==> src/rtl/target_pkg.sv <==
// ============================================================================
// Module      : target_pkg
// Description : Shared widths, FSM encoding and the slot-index folding helper
//               used by the target spawner and its slot sub-blocks.
// Revision    : 1.0 - initial release
// ============================================================================
`default_nettype none

package target_pkg;

    localparam int c_idx_w   = 4;   // slot index width
    localparam int c_score_w = 32;  // score width

    typedef enum logic [1:0] {
        ST_IDLE = 2'd0,
        ST_RUN  = 2'd1,
        ST_OVER = 2'd2
    } state_t;

    // The generator produces 0..15; values 10..15 fold back onto slots 0..5.
    function automatic logic [c_idx_w-1:0] fold_idx(input logic [c_idx_w-1:0] idx);
        return (idx >= 4'd10) ? (idx - 4'd10) : idx;
    endfunction

endpackage

`default_nettype wire

==> src/rtl/target_spawner_if.sv <==
// ============================================================================
// Module      : target_spawner_if
// Description : Control/status bundle between the game logic and the target
//               spawner. slave = spawner side, master = game/driver side.
// Revision    : 1.0 - initial release
// ============================================================================
`default_nettype none

interface target_spawner_if
    import target_pkg::*;
#(
    parameter int NUM_TARGETS = 10
);
    logic                   game_en;
    logic [c_idx_w-1:0]     ran_num_ten;
    logic                   hit_valid;
    logic [c_idx_w-1:0]     hit_idx;
    logic [NUM_TARGETS-1:0] target_active;
    logic [c_score_w-1:0]   score;
    logic                   spawn_pulse;
    logic                   hit_ok;
    logic                   hit_bad;
    logic                   miss_pulse;
    logic                   game_over;

    modport slave (
        input  game_en, ran_num_ten, hit_valid, hit_idx,
        output target_active, score, spawn_pulse, hit_ok, hit_bad, miss_pulse, game_over
    );

    modport master (
        output game_en, ran_num_ten, hit_valid, hit_idx,
        input  target_active, score, spawn_pulse, hit_ok, hit_bad, miss_pulse, game_over
    );
endinterface

`default_nettype wire

==> src/rtl/target_slot.sv <==
// ============================================================================
// Module      : target_slot
// Description : One on-screen slot: a live bit plus its lifetime down-counter.
//               expire_o flags the cycle the counter sits at zero; a hit in
//               that same cycle takes priority and suppresses the expiry.
// Revision    : 1.0 - initial release
// ============================================================================
`default_nettype none

module target_slot #(
    parameter int LIFETIME = 50000000
) (
    input  wire logic clock,
    input  wire logic reset,
    input  wire logic spawn_i,
    input  wire logic hit_i,
    input  wire logic flush_i,
    output logic      live_o,
    output logic      expire_o
);

    localparam int                c_cnt_w = (LIFETIME > 1) ? $clog2(LIFETIME) : 1;
    localparam logic [c_cnt_w-1:0] c_load = c_cnt_w'(LIFETIME - 1);

    logic               live_q;
    logic [c_cnt_w-1:0] cnt_q;

    // Occupancy and lifetime: flush beats spawn beats hit beats ageing.
    always_ff @(posedge clock or posedge reset) begin
        if (reset) begin
            live_q <= 1'b0;
            cnt_q  <= '0;
        end else if (flush_i) begin
            live_q <= 1'b0;
        end else if (spawn_i) begin
            live_q <= 1'b1;
            cnt_q  <= c_load;
        end else if (hit_i) begin
            live_q <= 1'b0;
        end else if (live_q) begin
            if (cnt_q == '0) begin
                live_q <= 1'b0;
            end else begin
                cnt_q <= cnt_q - 1'b1;
            end
        end
    end

    assign live_o   = live_q;
    assign expire_o = live_q && (cnt_q == '0) && !hit_i;

endmodule

`default_nettype wire

==> src/rtl/target_spawner.sv <==
// ============================================================================
// Module      : target_spawner
// Description : Game FSM, spawn timer, free-slot probe, score and miss count
//               for NUM_TARGETS target slots. Score never drops below
//               SCORE_INIT (>=1) because it feeds a modulus downstream.
//               Optional macro MISS_PENALTY_EN: each expiry costs one point,
//               floored at SCORE_INIT.
// Revision    : 1.0 - initial release
// ============================================================================
`default_nettype none

module target_spawner
    import target_pkg::*;
#(
    parameter int SPAWN_PERIOD = 25000000,
    parameter int LIFETIME     = 50000000,
    parameter int NUM_TARGETS  = 10,
    parameter int SCORE_INIT   = 1,
    parameter int HIT_POINTS   = 1,
    parameter int MAX_MISSES   = 5
) (
    input  wire logic         clock,
    input  wire logic         reset,
    target_spawner_if.slave   bus
);

    localparam int c_tmr_w  = (SPAWN_PERIOD > 1) ? $clog2(SPAWN_PERIOD) : 1;
    localparam int c_miss_w = $clog2(MAX_MISSES + 1);
    localparam int c_nexp_w = $clog2(NUM_TARGETS + 1);
    localparam int c_sum_w  = c_miss_w + c_nexp_w + 1;
    localparam int c_pos_w  = c_idx_w + 1;
    localparam logic [c_score_w-1:0] c_score_init = c_score_w'(SCORE_INIT);

    state_t                 state_q, state_d;
    logic [c_tmr_w-1:0]     timer_q, timer_d;
    logic [c_miss_w-1:0]    miss_q, miss_d;
    logic [c_score_w-1:0]   score_q, score_d;
    logic                   spawn_pulse_q, hit_ok_q, hit_bad_q, miss_pulse_q;

    logic [NUM_TARGETS-1:0] live, expire, exp_eff, hit_vec, spawn_vec;
    logic                   run, enter_run, flush, tick, hit_any, hit_bad_d;
    logic [c_nexp_w-1:0]    n_exp;
    logic [c_sum_w-1:0]     miss_sum;

    assign run       = (state_q == ST_RUN);
    assign enter_run = (state_q == ST_IDLE) && bus.game_en;
    assign tick      = run && (timer_q == c_tmr_w'(SPAWN_PERIOD - 1));
    assign flush     = run && (state_d != ST_RUN);

    // Hits are judged against registered occupancy only.
    always_comb begin
        hit_vec = '0;
        for (int i = 0; i < NUM_TARGETS; i++) begin
            hit_vec[i] = run && bus.hit_valid && (bus.hit_idx == c_idx_w'(i)) && live[i];
        end
        hit_any   = |hit_vec;
        hit_bad_d = run && bus.hit_valid && !hit_any;
    end

    // Count this cycle's expiries and fold them into the saturating miss count.
    always_comb begin
        exp_eff = run ? expire : '0;
        n_exp   = '0;
        for (int i = 0; i < NUM_TARGETS; i++) begin
            n_exp = n_exp + c_nexp_w'(exp_eff[i]);
        end
        miss_sum = c_sum_w'(miss_q) + c_sum_w'(n_exp);
        miss_d   = miss_q;
        if (enter_run) begin
            miss_d = '0;
        end else if (run) begin
            if (miss_sum >= c_sum_w'(MAX_MISSES)) begin
                miss_d = c_miss_w'(MAX_MISSES);
            end else begin
                miss_d = c_miss_w'(miss_sum);
            end
        end
    end

    // Game FSM next state.
    always_comb begin
        state_d = state_q;
        case (state_q)
            ST_IDLE: if (bus.game_en) state_d = ST_RUN;
            ST_RUN: begin
                if (!bus.game_en) begin
                    state_d = ST_IDLE;
                end else if (miss_d >= c_miss_w'(MAX_MISSES)) begin
                    state_d = ST_OVER;
                end
            end
            ST_OVER: if (!bus.game_en) state_d = ST_IDLE;
            default: state_d = ST_IDLE;
        endcase
    end

    // Free-slot probe: first free slot at or above the folded index, wrapping.
    always_comb begin
        logic                 found;
        logic [c_idx_w-1:0]   base;
        logic [c_pos_w-1:0]   pos;
        spawn_vec = '0;
        found     = 1'b0;
        base      = fold_idx(bus.ran_num_ten);
        pos       = '0;
        for (int k = 0; k < NUM_TARGETS; k++) begin
            pos = {1'b0, base} + c_pos_w'(k);
            if (pos >= c_pos_w'(NUM_TARGETS)) begin
                pos = pos - c_pos_w'(NUM_TARGETS);
            end
            if (!found && !live[pos[c_idx_w-1:0]]) begin
                found                      = 1'b1;
                spawn_vec[pos[c_idx_w-1:0]] = 1'b1;
            end
        end
        if (!(tick && (state_d == ST_RUN))) begin
            spawn_vec = '0;
        end
    end

    // Spawn timer and score next-state.
    always_comb begin
        logic [c_score_w:0] add;
        timer_d = '0;
        if (run && !tick) begin
            timer_d = timer_q + 1'b1;
        end

        score_d = score_q;
        add     = '0;
        if (enter_run) begin
            score_d = c_score_init;
        end else if (run) begin
            add     = {1'b0, score_q} + (hit_any ? (c_score_w + 1)'(HIT_POINTS) : '0);
            score_d = add[c_score_w] ? '1 : add[c_score_w-1:0];
`ifdef MISS_PENALTY_EN
            if ((score_d - c_score_init) < c_score_w'(n_exp)) begin
                score_d = c_score_init;
            end else begin
                score_d = score_d - c_score_w'(n_exp);
            end
`endif
        end
    end

    // State, counters, score and one-cycle status pulses.
    always_ff @(posedge clock or posedge reset) begin
        if (reset) begin
            state_q       <= ST_IDLE;
            timer_q       <= '0;
            miss_q        <= '0;
            score_q       <= c_score_init;
            spawn_pulse_q <= 1'b0;
            hit_ok_q      <= 1'b0;
            hit_bad_q     <= 1'b0;
            miss_pulse_q  <= 1'b0;
        end else begin
            state_q       <= state_d;
            timer_q       <= timer_d;
            miss_q        <= miss_d;
            score_q       <= score_d;
            spawn_pulse_q <= |spawn_vec;
            hit_ok_q      <= hit_any;
            hit_bad_q     <= hit_bad_d;
            miss_pulse_q  <= |exp_eff;
        end
    end

    for (genvar g = 0; g < NUM_TARGETS; g++) begin : g_slot
        target_slot #(
            .LIFETIME (LIFETIME)
        ) u_slot (
            .clock    (clock),
            .reset    (reset),
            .spawn_i  (spawn_vec[g]),
            .hit_i    (hit_vec[g]),
            .flush_i  (flush),
            .live_o   (live[g]),
            .expire_o (expire[g])
        );
    end

    assign bus.target_active = live;
    assign bus.score         = score_q;
    assign bus.spawn_pulse   = spawn_pulse_q;
    assign bus.hit_ok        = hit_ok_q;
    assign bus.hit_bad       = hit_bad_q;
    assign bus.miss_pulse    = miss_pulse_q;
    assign bus.game_over     = (state_q == ST_OVER);

endmodule

`default_nettype wire

==> src/flat_wrapper.sv <==
// flat-port wrapper written by rule: the top's interface ports become plain ports
module target_spawner_flat import target_pkg::*;
#(
    parameter int SPAWN_PERIOD = 25000000,
    parameter int LIFETIME     = 50000000,
    parameter int NUM_TARGETS  = 10,
    parameter int SCORE_INIT   = 1,
    parameter int HIT_POINTS   = 1,
    parameter int MAX_MISSES   = 5
)
  (clock, reset, bus_game_en, bus_ran_num_ten, bus_hit_valid, bus_hit_idx, bus_target_active, bus_score, bus_spawn_pulse, bus_hit_ok, bus_hit_bad, bus_miss_pulse, bus_game_over);
  target_spawner_if #(.NUM_TARGETS(NUM_TARGETS)) bus_i ();
  input  wire logic clock;
  input  wire logic reset;
  input wire logic [$bits(bus_i.game_en)-1:0] bus_game_en;
  input wire logic [$bits(bus_i.ran_num_ten)-1:0] bus_ran_num_ten;
  input wire logic [$bits(bus_i.hit_valid)-1:0] bus_hit_valid;
  input wire logic [$bits(bus_i.hit_idx)-1:0] bus_hit_idx;
  output wire logic [$bits(bus_i.target_active)-1:0] bus_target_active;
  output wire logic [$bits(bus_i.score)-1:0] bus_score;
  output wire logic [$bits(bus_i.spawn_pulse)-1:0] bus_spawn_pulse;
  output wire logic [$bits(bus_i.hit_ok)-1:0] bus_hit_ok;
  output wire logic [$bits(bus_i.hit_bad)-1:0] bus_hit_bad;
  output wire logic [$bits(bus_i.miss_pulse)-1:0] bus_miss_pulse;
  output wire logic [$bits(bus_i.game_over)-1:0] bus_game_over;
  assign bus_i.game_en = bus_game_en;
  assign bus_i.ran_num_ten = bus_ran_num_ten;
  assign bus_i.hit_valid = bus_hit_valid;
  assign bus_i.hit_idx = bus_hit_idx;
  assign bus_target_active = bus_i.target_active;
  assign bus_score = bus_i.score;
  assign bus_spawn_pulse = bus_i.spawn_pulse;
  assign bus_hit_ok = bus_i.hit_ok;
  assign bus_hit_bad = bus_i.hit_bad;
  assign bus_miss_pulse = bus_i.miss_pulse;
  assign bus_game_over = bus_i.game_over;
  target_spawner #(.SPAWN_PERIOD(SPAWN_PERIOD), .LIFETIME(LIFETIME), .NUM_TARGETS(NUM_TARGETS), .SCORE_INIT(SCORE_INIT), .HIT_POINTS(HIT_POINTS), .MAX_MISSES(MAX_MISSES)) u_core (.clock(clock), .reset(reset), .bus(bus_i));
endmodule
==> config.mk <==
export PLATFORM = sky130hd
export DESIGN_NAME = target_spawner_flat
export DESIGN_NICKNAME = d
export VERILOG_FILES = /design/src/rtl/target_pkg.sv /design/src/rtl/target_spawner_if.sv /design/src/rtl/target_slot.sv /design/src/rtl/target_spawner.sv /design/src/flat_wrapper.sv
export SDC_FILE = /design/constraint.sdc
export NUM_CORES = 1
export LEC_CHECK = 0
export CORE_ASPECT_RATIO = 1.75
export CORE_MARGIN = 5
export CORE_UTILIZATION = 40
export DETAILED_ROUTE_END_ITERATION = 10
export PLACE_DENSITY_LB_ADDON = 0.08
export SLEW_MARGIN = 10
export SYNTH_ARGS = -nofsm -noshare
export SYNTH_HDL_FRONTEND = slang
export SYNTH_SLANG_ARGS = --single-unit
==> constraint.sdc <==
create_clock -name clock -period 10.95 [get_ports clock]
set_input_delay 2.19 -clock clock [delete_from_list [all_inputs] [get_ports clock]]
set_output_delay 2.19 -clock clock [all_outputs]
set_load 0.02 [all_outputs]
# [Word-level counts from Yosys, hierarchy flattened]
# Index checks and enable logic that the tools add are counted.
[classes] reduce_logical=131 n_div=0 add_sub_neg=42 mux=175 mul=0 n_shift=0 magnitude_cmp=33 eq_ne=34 bitwise=10
[ops] op="$mux W26" count=40
[ops] op="$logic_not A26 Y1" count=10
[ops] op="$sub A26 B1 Y26 const B" count=10
[ops] op="$mux W10" count=12
[ops] op="$mux W32" count=3
[ops] op="$or A10 B10 Y10" count=9
[ops] op="$mux W1" count=80
[ops] op="$logic_and A1 B1 Y1" count=66
[ops] op="$lt A4 B5 Y1 const B" count=10
[ops] op="$ge A5 B4 Y1 const B" count=9
[ops] op="$mux W4" count=11
[ops] op="$sub A4 B4 Y4 const B" count=11
[ops] op="$ne A2 B1 Y1 const B" count=21
[ops] op="$bmux W1 S4" count=10
[ops] op="$demux W1 S4" count=10
[ops] op="$ge A4 B1 Y1 const B" count=10
[ops] op="$reduce_and A4 Y1" count=10
[ops] op="$add A32 B33 Y33" count=1
[ops] op="$add A4 B1 Y4" count=8
[ops] op="$reduce_or A10 Y1" count=3
[ops] op="$logic_not A1 Y1" count=29
[ops] op="$add A25 B1 Y25 const B" count=1
[ops] op="$eq A25 B25 Y1 const B" count=1
[ops] op="$mux W25" count=1
[ops] op="22 further kinds" count=49
[word_totals] ff_bits=336 mem_bits_rw=0 latchBits=0 mem_bits_ro=0 output_inout_bits=47 mem_count=0 word_cells=453 inputBits=12

# [Logic depth before layout (Yosys ltp)]
# Gate-level depths: netlist of the first run.
[depth] ltp_word=37 mapped_depth=33 mapped_depth_nobuf=32

# [By module]
# Synthesis of the first run repeated with hierarchy kept, for this count alone.
[unflattened] cells_unflattened=2900 hier_area_um2=23966.7
[by_module_without_submodules] module="target_slot" area_each_um2=1572.8 n_inst=10 seq_area_each_um2=675.6 cells_per_inst=180
[by_module_without_submodules] module="target_spawner" area_each_um2=8239.2 n_inst=1 seq_area_each_um2=1652.8 cells_per_inst=1100

# [Worst setup path after synthesis of the first run]
# Ideal clock, no wire load.
[synth_timing] path_type="input-to-reg" from="input port bus_hit_idx[3]" to="register u_core.g_slot[3].u_slot.cnt_q[25]" slack_ns=1.360 arrival_ns=9.467 stages=28 path_cell_list="clkbuf_1 or3_1 o21ai_0 or3_1 inv_1 ha_1 inv_1 fa_1 fa_1 inv_1 fa_1 inv_1 fa_1 fa_1 inv_1 fa_1 a211oi_1 o211ai_1 a311oi_1 o2111ai_1 a21oi_2 nor2_2 nor3b_2 nand4_1 or3b_1 or4_1 xor2_1 nand2_1"
[synth_via] elab_chain_len=29 word_cells_on_any_way=80 cone_classes="add/sub: 10; order compare: 2; eq/ne: 13; mux: 9; bitwise: 1; reduce/logical: 45"
[synth_lines] element="from (decl)" line_no="flat_wrapper.sv:18" rtl="input wire logic [$bits(bus_i.hit_idx)-1:0] bus_hit_idx;"
[synth_lines] element="$eq A4 B1 Y1 or $logic_not A4 Y1 (tied branches)" line_no="target_spawner.sv:54" rtl="hit_vec[i] = run && bus.hit_valid && (bus.hit_idx == c_idx_w'(i)) && live[i];"
[synth_lines] element="$logic_and A1 B1 Y1 (2 in series)" line_no="target_spawner.sv:54"
[synth_lines] element="$logic_not A1 Y1" line_no="target_slot.sv:50" rtl="assign expire_o = live_q && (cnt_q == '0) && !hit_i;"
[synth_lines] element="$logic_and A1 B1 Y1" line_no="target_slot.sv:50"
[synth_lines] element="$mux W10 (*)" line_no="target_spawner.sv:62" rtl="exp_eff = run ? expire : '0;"
[synth_lines] element="$add A1 B1 Y2" line_no="target_spawner.sv:65" rtl="n_exp = n_exp + c_nexp_w'(exp_eff[i]);"
[synth_lines] element="$add A4 B1 Y4 (7 in series)" line_no="target_spawner.sv:65"
[synth_lines] element="$add A4 B1 Y4 (*)" line_no="target_spawner.sv:65"
[synth_lines] element="[... 7 more ...]"
[synth_lines] element="$mux W2 (*)" line_no="target_spawner.sv:86" rtl="if (!bus.game_en) begin"
[synth_lines] element="$pmux W2 S3 (*)" line_no="target_spawner.sv:83" rtl="case (state_q)"
[synth_lines] element="net u_core.state_d[0]" line_no="target_spawner.sv:34" rtl="state_t state_q, state_d;"
[synth_lines] element="$eq A2 B1 Y1" line_no="target_spawner.sv:116" rtl="if (!(tick && (state_d == ST_RUN))) begin"
[synth_lines] element="$logic_and A1 B1 Y1" line_no="target_spawner.sv:116"
[synth_lines] element="$mux W10" line_no="target_spawner.sv:116"
[synth_lines] element="$ne A2 B1 Y1 (no source line) or $reduce_bool A2 Y1 (tied branches)"
[synth_lines] element="$reduce_and A4 Y1 (no source line)"
[synth_lines] element="to (signal assigned)" line_no="target_slot.sv:37" rtl="cnt_q <= c_load;"
[synth_lines] element="to (signal assigned)" line_no="target_slot.sv:44" rtl="cnt_q <= cnt_q - 1'b1;"
[synth_lines] element="to (decl)" line_no="target_slot.sv:26" rtl="logic [c_cnt_w-1:0] cnt_q;"
# The timed path passes the listed nets; every way through them passes the cells marked *.
# A chain may end at the register's enable or synchronous reset.

# [Final worst setup path of the first run]
[layout_timing] from="input port bus_hit_valid" to="register u_core.g_slot[8].u_slot.cnt_q[18]"
[layout_via] elab_chain_len=29 word_cells_on_any_way=71 cone_classes="add/sub: 10; order compare: 2; eq/ne: 4; mux: 9; bitwise: 1; reduce/logical: 45"
[layout_lines] element="from (decl)" line_no="flat_wrapper.sv:17" rtl="input wire logic [$bits(bus_i.hit_valid)-1:0] bus_hit_valid;"
[layout_lines] element="$logic_and A1 B1 Y1 (*)" line_no="target_spawner.sv:54"
[layout_lines] element="$logic_and A1 B1 Y1 (2 in series)" line_no="target_spawner.sv:54"
[layout_lines] element="$logic_not A1 Y1" line_no="target_slot.sv:50"
[layout_lines] element="$logic_and A1 B1 Y1" line_no="target_slot.sv:50"
[layout_lines] element="$mux W10 (*)" line_no="target_spawner.sv:62"
[layout_lines] element="$add A1 B1 Y2" line_no="target_spawner.sv:65"
[layout_lines] element="$add A4 B1 Y4 (7 in series)" line_no="target_spawner.sv:65"
[layout_lines] element="$add A4 B1 Y4 (*)" line_no="target_spawner.sv:65"
[layout_lines] element="[... 7 more ...]"
[layout_lines] element="$mux W2 (*)" line_no="target_spawner.sv:86"
[layout_lines] element="$pmux W2 S3 (*)" line_no="target_spawner.sv:83"
[layout_lines] element="net u_core.state_d[0]" line_no="target_spawner.sv:34"
[layout_lines] element="$eq A2 B1 Y1" line_no="target_spawner.sv:116"
[layout_lines] element="$logic_and A1 B1 Y1" line_no="target_spawner.sv:116"
[layout_lines] element="$mux W10" line_no="target_spawner.sv:116"
[layout_lines] element="$ne A2 B1 Y1 (no source line) or $reduce_bool A2 Y1 (tied branches)"
[layout_lines] element="$reduce_and A4 Y1 (no source line)"
[layout_lines] element="to (signal assigned)" line_no="target_slot.sv:37"
[layout_lines] element="to (signal assigned)" line_no="target_slot.sv:44"
[layout_lines] element="to (decl)" line_no="target_slot.sv:26"
# Marks and branches as above.

==> results of run 1 <==
## power groups by stage
stage               Combinational, mW  Sequential (mW)  Clock, mW
floorplan                       0.341             1.27          0
detailed placement              0.476             1.27          0
CTS                             0.479             1.24       1.32
global route                    0.523             1.24       1.36
global placement                0.474             1.27          0
finish                          0.486             1.24       1.28
## critical path, stage by stage
cell             delay [ns]
clkdlybuf4s50_1        0.54
nand2_1                0.14
or3_1                  0.39
o31a_1                 0.30
and3_1                 0.21
ha_1                   0.29
inv_1                  0.07
fa_1                   0.44
fa_1                   0.51
inv_1                  0.05
fa_1                   0.50
inv_1                  0.06
fa_1                   0.47
fa_1                   0.56
inv_1                  0.07
fa_1                   0.50
a211oi_1               0.23
o211ai_1               0.13
a311oi_1               0.39
o2111ai_1              0.21
a21oi_2                0.23
nor2_2                 0.17
nor3b_2                0.45
nand3_1                0.21
or4_1                  0.60
nor4_1                 0.27
xor2_1                 0.10
and2_1                 0.16
## registers in the layout (all words and copies together), names as in the netlist
signal and cells:
u_core.bus.miss_pulse 1, u_core.g_slot.u_slot.cnt_q 260, u_core.bus.spawn_pulse 1, u_core.bus.score 32
u_core.state_q 2, u_core.timer_q 25, u_core.bus.hit_bad 1, u_core.g_slot.u_slot.live_o 10
u_core.bus.hit_ok 1, u_core.miss_q 3
## worst min path at each step
stage | endpoint | start | depth (start not counted) | slack, ns
after CTS | u_core.timer_q[0] | u_core.timer_q[0] | 1 | 0.50
after global placement | u_core.timer_q[0] | u_core.timer_q[0] | 1 | 0.47
after global routing | u_core.timer_q[0] | u_core.timer_q[0] | 1 | 0.52
after floorplan | u_core.timer_q[0] | u_core.timer_q[0] | 1 | 0.45
final | u_core.timer_q[0] | u_core.timer_q[0] | 1 | 0.50
after detailed placement | u_core.timer_q[0] | u_core.timer_q[0] | 1 | 0.49
## cells by family (layout without fill, tap and decap cells)
group,Yosys count,in the layout,share of synthesized area [%]
xor gates and xnor gates,249,249,10.4
buffers and inverters,188,237,4.01
other,0,1,0
and+or+nand+nor,1146,1146,27.1
adders and majority gates,60,60,3.76
muxes,37,37,1.86
DFF,336,336,39.0
AOI/OAI and AO/OA,430,430,13.8
## per-stage QoR
step | setup WS, ns | utilization, % | instance area [µm²]
finish | 0.914 | 44.9 | 24000
global route | 0.372 | 44.9 | 24000
CTS | 0.930 | 44.9 | 24000
detailed placement | 0.392 | 42.6 | 22700
global placement | 0.453 | 42.6 | 22700
floorplan | 1.36 | - | 21500
## synthesized netlist by cell type, drive strengths merged (5+ instances only)
cell type | n | area, µm²
nand2b | 44 | 275
o21ai | 123 | 653
a21o | 11 | 85.1
mux2 | 11 | 124
or4 | 37 | 278
mux2i | 25 | 254
a31oi | 13 | 81.3
nor2 | 182 | 696
o41ai | 7 | 68.8
and4 | 5 | 43.8
o221ai | 5 | 50.0
nor4b | 5 | 43.8
nor2b | 20 | 128
nor3b | 6 | 60.1
o2111ai | 10 | 87.6
a21oi | 102 | 537
buf | 52 | 352
xor2 | 78 | 683
a32oi | 6 | 60.1
clkbuf | 55 | 208
ha | 52 | 651
o211ai | 22 | 165
nand2 | 332 | 1260
nand3 | 90 | 455
nor3 | 122 | 626
fa | 8 | 160
o31a | 7 | 61.3
or2 | 18 | 113
and2 | 52 | 325
a221oi | 6 | 58.8
xnor2 | 170 | 1540
a211oi | 9 | 97.6
nor4 | 80 | 513
or3 | 51 | 319
o21a | 8 | 60.1
nand4b | 12 | 105
inv | 80 | 300
nand4 | 37 | 231
dfrtp | 335 | 8380
nand3b | 7 | 56.3
o31ai | 18 | 163
a21boi | 6 | 45.0
and3 | 40 | 250
o22ai | 11 | 68.8
a22oi | 9 | 86.3
## cell type report
type                    count  share of cell area (%)
clock inverters            12                   0.768
inverters                  81                    1.28
well taps                 684                    3.57
multi-input cells        1922                    51.2
diodes                      1                  0.0104
repair buffers             97                    3.73
clock buffers              47                    4.31
flip-flops and latches    336                    35.1
## per-layer routing
metal  vias up  GRT usage (%)  routed length, µm
li1       8744              -                  -
met1      8909           23.8              24100
met2       410           37.8              31600
met3       174           2.23               2140
met4         0           11.5               3700
met5         -              0                  0
==> impl_metrics.csv, run 1 <==
group,metric,value,unit
run_status,status,"completed",
worst_setup_path,endpoint_kind,"flop",
pwr,worst_ir_drop_vdd,0.0000996,V
sta,finalCriticalPeriod,10.04,ns
logic_synthesis,synth-seq-area-share,39.0,%
sta,worstMarginPinSlew,1.12,ns
logic_synthesis,ys_warn_count,0,
clock_tree,ctsRootBufferMaster,"clkbuf_16",
pwr,p_switching,0.852,mW
worst_hold_path,min_path_type,"flop to flop",
placement,dp.cells,3120,
final_layout,layout.cells.non_filler,3180,
sta,rsz0062_at_grt,"false",
detailed_routing,wl_per_cell,19.4,µm
clock_tree,ctsHoldBuffers,0,
final_layout,nNetsFinal,2545,
final_layout,layout_common_cells,"dfrtp_1, nand2_1, nor2_1",
pwr,internal_power,2.15,mW
clock_tree,numCtsBuffers,35,
logic_synthesis,async_reset_ff_share,100,%
final_layout,multi_input_area,0.0123,mm²
clock_tree,htreeDepth,2,
pwr,p_comb_share,16.2,%
clock_tree,cts_resized,0,
detailed_routing,ant_nets,0,
detailed_routing,first_pass_iters,5,
sta,finalHoldViolations,0,
clock_tree,clk_latency,0.55,ns
sta,fin_setup_tns,0,ns
worst_setup_path,r2r_cells,31,
floorplanning,start_util,40.3,%
sta,slew_headroom,25.6,%
sta,finClkSkew,0.0354,ns
worst_setup_path,setup.worst_path.start_class,"input pin",
sta,setup_violations,0,
pwr,power_frac_clock,42.5,%
worst_setup_path,reg2reg_setup_slack,1.64,ns
logic_synthesis,avgSynthCellArea,8.81,µm²
logic_synthesis,synth_cells,2446,
clock_tree,cts_sinks,336,
detailed_routing,drt_wl_total,61500,µm
sta,fmax,99.6,MHz
placement,hpwl,44900,µm
worst_setup_path,critPathRequiredTime,11.38,ns
detailed_routing,vias,18200,
global_routing,grt_pass1_vias,18500,
final_layout,seqCellArea,0.00841,mm²
global_routing,grt_antenna_before_repair,1,
detailed_routing,drc,0,
sta,whs,0.501,ns
clock_tree,cts_setup_buffers,0,
final_layout,layout_commonest_cell,"dfrtp_1",
global_routing,grt_use_total,20.9,%
floorplanning,fp-row-count,112,
floorplanning,die_w,185,µm
global_routing,grt.overflow.total,0,
floorplanning,die_area,0.0588,mm²
clock_tree,cts_tree,"built",
logic_synthesis,synth_ff_type,"dfrtp_1",
floorplanning,fp.dieH,317,µm
global_routing,grt_pass1_wl,99100,µm
worst_setup_path,worstSetupStartpoint,"bus_hit_valid",
floorplanning,ios,59,
sta,slew_violations,0,
global_routing,grt_max_degree,176,
logic_synthesis,synth_nets,2518,
worst_setup_path,crit_arrival,10.46,ns
run,max_cap_viol_count,0,
logic_synthesis,synth.distinct_cells,117,
worst_setup_path,rr_endpoint,"u_core.g_slot[8].u_slot.cnt_q[18]",
worst_setup_path,reg2reg_from,"u_core.g_slot[0].u_slot.cnt_q[5]",
worst_setup_path,endpoint,"u_core.g_slot[8].u_slot.cnt_q[18]",
logic_synthesis,netlist_area,0.0215,mm²
pwr,power.density,126,mW/mm²
floorplanning,core_area,0.0534,mm²
worst_setup_path,cp_max_fo,9,
clock_tree,clkTransAtPathRegs,0.06,ns
detailed_routing,drt-vias-per-instance,5.73,
pwr,leakage,11.4,nW
clock_tree,cts_max_path_buffers,3,
final_layout,fill_cells,5199,
sta,period_share,91.7,%
final_layout,layout-drive-gt1-share,7.37,%
worst_setup_path,path_class,"input pin to flop",
pwr,p_sw_share,28.3,%
logic_synthesis,ys_ff_latch,336,
detailed_routing,drt_iter0_markers,1002,
placement,gp_congestion,0.941,
placement,io_buffers,58,
pwr,seqPwrFrac,41.4,%
pwr,total_power,3.01,mW
logic_synthesis,synth_edf_count,0,
final_layout,area_growth,11.2,%
(Power assumes the default switching activity.)
==> inputs of run 2 (changes only) <==
--- a/config.mk
+++ b/config.mk
@@ -9,6 +9,7 @@
 export CORE_MARGIN = 5
 export CORE_UTILIZATION = 40
 export DETAILED_ROUTE_END_ITERATION = 10
+export HOLD_SLACK_MARGIN = 0.05
 export PLACE_DENSITY_LB_ADDON = 0.08
 export SLEW_MARGIN = 10
 export SYNTH_ARGS = -nofsm -noshare
==> results of run 2 <==
Final layout, timing and power as in run 1 (identical DEF).
